**src/rtl/rv_pkg.sv**
```systemverilog
// Shared RV32 decode constants used by the ID and EX stages.
package rv_pkg;

  localparam logic [6:0] OP_R      = 7'b0110011;
  localparam logic [6:0] OP_IALU   = 7'b0010011;
  localparam logic [6:0] OP_LOAD   = 7'b0000011;
  localparam logic [6:0] OP_STORE  = 7'b0100011;
  localparam logic [6:0] OP_BRANCH = 7'b1100011;

  localparam logic [1:0] ALUOP_MEM = 2'b00;
  localparam logic [1:0] ALUOP_BR  = 2'b01;
  localparam logic [1:0] ALUOP_R   = 2'b10;
  localparam logic [1:0] ALUOP_I   = 2'b11;

  function automatic logic op_supported(input logic [6:0] op);
    return (op == OP_R) || (op == OP_IALU) || (op == OP_LOAD) ||
           (op == OP_STORE) || (op == OP_BRANCH);
  endfunction

endpackage

```
**src/rtl/rv_regfile.sv**
```systemverilog
// 31 x XLEN register file, two combinational read ports with write-through,
// one write port, asynchronous clear; x0 is hardwired to zero.
module rv_regfile #(
  parameter int XLEN = 32
) (
  input  logic            clk,
  input  logic            resetn,
  input  logic            we,
  input  logic [4:0]      waddr,
  input  logic [XLEN-1:0] wdata,
  input  logic [4:0]      raddr1,
  input  logic [4:0]      raddr2,
  output logic [XLEN-1:0] rdata1,
  output logic [XLEN-1:0] rdata2
);

  logic [XLEN-1:0] rf [32];
  logic            wr_en;

  assign wr_en = we && (waddr != 5'd0);
  assign rf[0] = '0;

  genvar gi;
  generate
    for (gi = 1; gi < 32; gi++) begin : g_reg
      logic [XLEN-1:0] q_reg;
      always_ff @(posedge clk or negedge resetn) begin
        if (!resetn)
          q_reg <= '0;
        else if (wr_en && (waddr == 5'(gi)))
          q_reg <= wdata;
      end
      assign rf[gi] = q_reg;
    end
  endgenerate

  // Bypass is gated by resetn so reads stay zero while the array is held clear.
  always_comb begin
    rdata1 = rf[raddr1];
    rdata2 = rf[raddr2];
    if (!resetn) begin
      rdata1 = '0;
      rdata2 = '0;
    end else begin
      if (wr_en && (waddr == raddr1)) rdata1 = wdata;
      if (wr_en && (waddr == raddr2)) rdata2 = wdata;
    end
  end

endmodule

```
**src/rtl/id_stage.sv**
```systemverilog
// RV32 instruction decode: field extract, immediate, control, load-use stall
// detection with a saturating stall counter, and the register file.
module id_stage
  import rv_pkg::*;
#(
  parameter int XLEN  = 32,
  parameter int CNT_W = 16
) (
  input  logic             clk,
  input  logic             resetn,
  input  logic [31:0]      instr,
  input  logic             instrValid,
  input  logic             wbRegWrite,
  input  logic [4:0]       wbRd,
  input  logic [XLEN-1:0]  wbData,
  input  logic             exMemRead,
  input  logic [4:0]       exRd,
  output logic [4:0]       rs1,
  output logic [4:0]       rs2,
  output logic [4:0]       rd,
  output logic [XLEN-1:0]  imm,
  output logic [XLEN-1:0]  rs1Data,
  output logic [XLEN-1:0]  rs2Data,
  output logic             ALUSrc,
  output logic [1:0]       ALUOp,
  output logic             memRead,
  output logic             memWrite,
  output logic             memToReg,
  output logic             regWrite,
  output logic             stall,
  output logic             illegal,
  output logic [CNT_W-1:0] stallCount
);

  logic [6:0]       opcode;
  logic             supported;
  logic             rs1_used;
  logic             rs2_used;
  logic             ctrl_en;
  logic [CNT_W-1:0] stall_count_reg;

  assign opcode    = instr[6:0];
  assign rs1       = instr[19:15];
  assign rs2       = instr[24:20];
  assign rd        = instr[11:7];
  assign supported = op_supported(opcode);
  assign rs1_used  = supported;
  assign rs2_used  = (opcode == OP_R) || (opcode == OP_STORE) || (opcode == OP_BRANCH);

  assign stall = instrValid && exMemRead && (exRd != 5'd0) &&
                 ((rs1_used && (exRd == rs1)) || (rs2_used && (exRd == rs2)));
  assign illegal = instrValid && !supported;
  assign ctrl_en = instrValid && !stall && supported;

  always_comb begin
    imm = '0;
    case (opcode)
      OP_IALU, OP_LOAD: imm = {{(XLEN-12){instr[31]}}, instr[31:20]};
      OP_STORE:         imm = {{(XLEN-12){instr[31]}}, instr[31:25], instr[11:7]};
      OP_BRANCH:        imm = {{(XLEN-13){instr[31]}}, instr[31], instr[7],
                               instr[30:25], instr[11:8], 1'b0};
      default:          imm = '0;
    endcase
  end

  // A bubble (stall, invalid or unsupported) drives every control to zero.
  always_comb begin
    ALUSrc   = 1'b0;
    ALUOp    = ALUOP_MEM;
    memRead  = 1'b0;
    memWrite = 1'b0;
    memToReg = 1'b0;
    regWrite = 1'b0;
    if (ctrl_en) begin
      case (opcode)
        OP_R: begin
          ALUOp    = ALUOP_R;
          regWrite = 1'b1;
        end
        OP_IALU: begin
          ALUSrc   = 1'b1;
          ALUOp    = ALUOP_I;
          regWrite = 1'b1;
        end
        OP_LOAD: begin
          ALUSrc   = 1'b1;
          memRead  = 1'b1;
          memToReg = 1'b1;
          regWrite = 1'b1;
        end
        OP_STORE: begin
          ALUSrc   = 1'b1;
          memWrite = 1'b1;
        end
        OP_BRANCH: ALUOp = ALUOP_BR;
        default: ;
      endcase
    end
  end

  always_ff @(posedge clk or negedge resetn) begin
    if (!resetn)
      stall_count_reg <= '0;
    else if (stall && (stall_count_reg != {CNT_W{1'b1}}))
      stall_count_reg <= stall_count_reg + 1'b1;
  end

  assign stallCount = stall_count_reg;

  // Writeback is never blocked by a stall; the stall only freezes upstream state.
  rv_regfile #(
    .XLEN(XLEN)
  ) u_regfile (
    .clk   (clk),
    .resetn(resetn),
    .we    (wbRegWrite),
    .waddr (wbRd),
    .wdata (wbData),
    .raddr1(rs1),
    .raddr2(rs2),
    .rdata1(rs1Data),
    .rdata2(rs2Data)
  );

endmodule

```
**config.mk**
```make
export PLATFORM = sky130hd
export DESIGN_NAME = id_stage
export DESIGN_NICKNAME = d
export VERILOG_FILES = /design/src/rtl/rv_pkg.sv /design/src/rtl/rv_regfile.sv /design/src/rtl/id_stage.sv
export SDC_FILE = /design/constraint.sdc
export NUM_CORES = 2
export LEC_CHECK = 0
export BUFFER_PORTS_ARGS = -buffer_cell sky130_fd_sc_hd__buf_4
export CORE_MARGIN = 2
export CORE_UTILIZATION = 57
export DETAILED_ROUTE_END_ITERATION = 10
export PLACE_DENSITY = 0.74
export SYNTH_ARGS = -nofsm -noshare
export SYNTH_HDL_FRONTEND = slang
export SYNTH_SLANG_ARGS = --single-unit
```
**constraint.sdc**
```tcl
create_clock -name clk -period 3.25 [get_ports clk]
set_input_delay 0.325 -clock clk [delete_from_list [all_inputs] [get_ports clk]]
set_output_delay 0.325 -clock clk [all_outputs]
set_load 0.005 [all_outputs]
```
Yosys cells after proc, flatten, opt, wreduce, memory -nomap -nowiden

Cells that the tools add are included.

Equal/unequal tests: 41
Mux-type cells: 21
Add/subtract/negate cells: 1
Bitwise gates (word level): 2
Reduce and logical (&&, ||, !) cells: 57
Order comparisons: 2

Operator list:

| cell                    | count |
|---|---|
| $bmux W32 S5            | 2 |
| $mux W32                | 8 |
| $pmux W32 S3            | 1 |
| $eq A5 B5 Y1 const B    | 16 |
| $logic_and A1 B1 Y1     | 43 |
| $eq A5 B4 Y1 const B    | 8 |
| $eq A5 B3 Y1 const B    | 4 |
| $eq A5 B5 Y1            | 4 |
| $add A16 B1 Y16 const B | 1 |
| $ne A16 B16 Y1 const B  | 1 |
| $eq A7 B6 Y1 const B    | 2 |
| $ge A6 B6 Y1 const B    | 2 |
| $not A5 Y6              | 2 |
| $eq A5 B2 Y1 const B    | 2 |
| $reduce_bool A5 Y1      | 2 |
| $mux W1                 | 8 |
| $eq A7 B2 Y1 const B    | 1 |
| $eq A7 B5 Y1 const B    | 1 |
| $eq A7 B7 Y1 const B    | 1 |
| $logic_or A1 B1 Y1      | 7 |
| $pmux W2 S3             | 1 |
| $reduce_or A3 Y1        | 2 |
| $eq A5 B1 Y1 const B    | 1 |
| $logic_not A1 Y1        | 2 |
| other kinds (2)         | 2 |

Output and inout bits: 136
Flip-flop bits (word level): 1008
Word-level logic and storage cells: 156
Input port bits: 79

Longest topological paths before layout

Word-level depth: 12
Gate-level depth with buffers: 12

Hierarchy

A second synthesis with hierarchy kept.

Cell total of the unflattened synthesis: 3893
Area, all modules: 55538.3 um2

By module, submodules not included:

| module     | area an instance (um2) | seq. area each (um2) | times used | cells each |
|---|---|---|---|---|
| rv_regfile | 53991.8                | 24823.8              | 1          | 3715 |
| id_stage   | 1546.5                 | 400.4                | 1          | 178 |

Worst setup path after synthesis

OpenSTA, ideal clock, no wires.

Kind: input port to output port
From: input port instr[3]
To: output port imm[13]
Arrival: 2335 ps
Slack: 590 ps
Cell stages on the path: 6
Buffers on the path: 1
Path through: nor2_1 > nand3_1 > nor3_1 > nor2_1 > nor2b_1 > buf_4

Word-level cells in the longest chain between the ends: 3
Elaborated cells on any way between the ends: 6
Classes of those cells: eq/ne: 4; mux: 1; reduce/logical: 1

RTL lines:

| item                                         | RTL line       | RTL |
|---|---|---|
| start: declaration                           | id_stage.sv:11 | `input logic [31:0] instr,` |
| $eq A7 B5 Y1 or $eq A7 B2 Y1 (tied branches) | id_stage.sv:57 | `case (opcode)` |
| $reduce_or A2 Y1                             | id_stage.sv:57 |  |
| $pmux W32 S3 (*)                             | id_stage.sv:57 |  |
| end: declaration                             | id_stage.sv:21 | `output logic [XLEN-1:0] imm,` |

Every way passes the cells marked *; elsewhere a longest branch is shown, timed or not.

Worst setup path in the final report

From: input port resetn
To: output port rs1Data[14]

Word-level cells in the longest chain between the ends: 1

RTL lines:

| item               | RTL line         | RTL |
|---|---|---|
| start: declaration | id_stage.sv:10   | `input logic resetn,` |
| $mux W32           | rv_regfile.sv:41 | `if (!resetn) begin` |
| end: declaration   | id_stage.sv:22   | `output logic [XLEN-1:0] rs1Data,` |

No other way between the ends.

==> summary by stage <==
STA
On the final layout, the worst hold slack is 0.123 ns. The number of hold-slack violations in the final timing report is 0. Setup total negative slack on the finished layout was measured at 0 ns. Setup repair after global routing left no endpoint under its margin. The post-layout minimum cycle time is about 3.2 ns.

The tightest slew margin relative to the limit is a little over a quarter. The clock arrives with roughly 0.0045 ns of skew. Based on the critical path, the design can be clocked at up to 310 MHz. The max-slew violation count is 0.

The fraction of the cycle the final worst path needs is slightly below 100%. The final number of setup-violating endpoints is 0. At the pin with the least slew margin, the transition time is about 1.1 ns.

Worst hold path
The classification of the worst-slack hold path is input pin to register. The startpoint identified for the worst hold timing path is wbData[6].

Synth
The synthesized flop and latch total is slightly above 1000. The portion of the post-synthesis area used by sequential elements is between 40 and 50%. The proportion of netlist area held by the largest area contributor is between 40 and 50%. The gate count of the mapped netlist is ~4000. The synthesized design contains 0 enable-type register cells. Synthesis produced a netlist with a net count of 4076. The netlist uses 72 different library cells.

The fraction of synthesis flops using an asynchronous set or reset pin is between 90% and 100%. Yosys attributes the largest share of cell area to sky130_fd_sc_hd__dfrtp_1 45%, sky130_fd_sc_hd__mux2_2 21%, sky130_fd_sc_hd__mux4_2 13%. The cell area after synthesis is around 56000 um2. Each instance of the synthesized netlist takes up on average around 14 um2. Of all cell types, the one taking the most synthesized area is sky130_fd_sc_hd__dfrtp_1.

In the synthesized netlist the dominant register cell turns out to be sky130_fd_sc_hd__dfrtp_1. Yosys printed 0 warnings.

Floorplan
215 I/O pins were placed. The starting density of the core is 57.5%. The vertical extent of the die is approximately 320 um. After floorplanning, the core was divided into about 110 placement rows. The die covers roughly 100000 um2.

The core region is between 90000 and 100000 um2. The chip width is about 320 um.

Worst setup path
The top fanout value on the critical path is between 40 and 50. For this run, the slowest stage of the critical path takes approximately 0.86 ns. The timing startpoint of the critical path is resetn. The slowest stage of the critical path belongs to the cell sky130_fd_sc_hd__nor2_4. The worst reg2reg path startpoint is stallCount[6].

The critical path start-end classification is input pin to primary output. The endpoint type of the worst setup path is a primary output. Traced cell by cell, the critical path runs through dlygate4sd3_1 > buf_8 > inv_1 > nor2_4 > a211o_1 > buf_4. For the worst setup path, the data required time is between 2 and 3 ns. STA classifies the critical path startpoint as an input pin.

The data arrival time of the worst path is 2.90 ns.

Layout
The library cells used most frequently in the layout, excluding fill and tap cells, are 1039 x sky130_fd_sc_hd__mux2_2, 1008 x sky130_fd_sc_hd__dfrtp_1, 393 x sky130_fd_sc_hd__buf_4. For this run, the post-layout net count is roughly 4200. The area overhead of the layout relative to synthesis is 12.5%. The flip-flop count of the largest register, all copies and words added is a little under 1000.

The fraction of final layout cells sized beyond drive strength 1 is 48.7%. The library cell used most frequently in the layout, excluding fill and tap cells, is sky130_fd_sc_hd__mux2_2. The layout filler cell count is about 7000.

GRT
The initial antenna violation count is 5. Global routing used roughly 36% of the available tracks across all layers. The aggregate global routing overflow is 0. The first global-routing pass estimated approximately 260000 um of wire. The maximum number of pins on one net before global-route repair is between 100 and 150. The number of global-route vias before repair was 39516.

Run status
The run finished with clean final reports.

Job
The reported max-cap violation count is 0.

Route
The post-detailed-route count of antenna-violating nets is 0. The via total after detailed routing is about 39000. The routed design has around 180000 um of wire. The first-pass iteration count of the detailed router is 5. The number of vias per cell is approximately 7.1. After detailed routing, the number of remaining DRC violations is 0. The detailed-route wire length per cell is 32.9 um. The number of violations reported at the end of detailed-routing iteration 0 is around 4500.

Place
The number of input and output port buffers inserted is around 210. At the end of routability-driven placement, the weighted congestion stood at between 0.8 and 0.9. After legalization and detailed placement, the total HPWL measured approximately 110000 um.

CTS
The insertion delay of the later-clocked pin in the worst-skew pair is 0.71 ns. The post-CTS clock slew at the launch and capture registers of the worst setup and hold paths is ~0.06 ns. The clock tree from TritonCTS is built.

The longest clock path from root to sink contains 3 buffers. The buffer cell driving the clock tree root is sky130_fd_sc_hd__clkbuf_16. The total number of clock tree sinks is ~1000. The post-CTS repair timing setup buffer count is 0. The CTS H-tree depth is 3. Buffers inserted during clock tree synthesis total between 100 and 150.

Power and ir drop
VDD sags by at most between 400 and 500 uV. The leakage power figure is 27.6 nW. The power density normalized to cell area is 595 nW/um2.

The total power after layout is about 37 mW.
[kinds of logic after synthesis]
group                    Yosys count  synth area share [%]
AO/OA/AOI/OAI                    456                  6.01
XOR/XNOR                          34                 0.535
adder cells (fa/ha/maj)            1                0.0225
buffers and inverters            456                  4.49
flip-flops                      1008                  45.3
multiplexers                    1658                  40.2
AND/OR/NAND/NOR                  383                  3.41
[final cells by class]
type | count | area, um2 | share of cell area, %
Clock inverter | 32 | 468 | 0.747
Timing Repair Buffer | 446 | 3970 | 6.34
Multi-Input combinational cell | 2532 | 28200 | 45.0
Clock buffer | 161 | 3180 | 5.07
Inverter | 6 | 23.8 | 0.0380
Sequential cell | 1008 | 25200 | 40.3
Antenna cell | 2 | 5.00 | 0.00799
Tap cell | 1276 | 1600 | 2.55
[cell usage after synthesis, drive strengths merged (4+ instances only)]
master	instances
mux2i	261
a211oi	42
a221oi	32
mux2	1045
o221a	4
a311o	7
nand2	109
o221ai	40
dfrtp	1008
o311ai	8
buf	245
inv	5
o22ai	95
nand2b	9
a22oi	39
a22o	12
nor2	94
nor4b	17
and3	7
a211o	17
or4	14
nor2b	26
nand3	28
o211ai	11
or2	4
nor4	12
xor2	13
o21a	6
a221o	21
a31oi	25
xnor2	21
nor3	40
nand4	9
a21oi	14
clkbuf	199
mux4	352
dlygate4sd1	6
o21ai	72
[metrics by stage]
stage	utilization, %	cells	setup WS (ns)	cell area (um2)
floorplan	-	3996	0.590	55600
global placement	61.0	5267	0.269	59000
detailed placement	61.0	5267	0.289	59000
CTS	64.7	5461	0.0342	62600
global route	64.7	5461	0.00324	62600
finish	64.7	5463	0.0287	62600
[what timing repair did]
item	4_1_cts	5_1_grt
endpoints found under the hold margin	94	0
setup endpoints to repair	0	1
gates resized for setup	0	1
hold buffers	1	0
[worst paths after layout]
| kind | end | slack [ns] | cells past startpoint |
|---|---|---|---|
| max | rs1Data[14] | 0.03 | 6 |
| min | u_regfile.g_reg[16].q_reg[6] | 0.12 | 2 |
| max reg2reg | stallCount[1] | 1.17 | 6 |
| min reg2reg | stallCount[4] | 0.50 | 1 |
| max in group asynchronous | u_regfile.g_reg[17].q_reg[12] | 1.50 | 4 |
| min in group asynchronous | u_regfile.g_reg[8].q_reg[25] | 0.14 | 2 |
[critical path, delay by kind of cell]
family | cells | cell delay [ns]
buffers and inverters | 4 | 1.23
AOI/OAI and AO/OA | 1 | 0.37
and+or+nand+nor | 1 | 0.86
[metal layers]
| layer | track usage [%] | wire length, um | share of wire [%] | vias up |
|---|---|---|---|---|
| li1 | - | - | - | 15585 |
| met4 | 19.6 | 11300 | 6.3 | 6 |
| met2 | 56.2 | 83200 | 46 | 2237 |
| met5 | 0 | 40 | 0.022 | - |
| met1 | 47.6 | 67900 | 38 | 20612 |
| met3 | 7.93 | 17000 | 9.5 | 619 |
[power breakdown]
part	internal [mW]	switching, mW
logic	4.50	3.13
clock network	7.58	5.24
registers	15.0	1.83
total	27.1	10.2
Note: power is estimated with default switching activity, not from simulation.
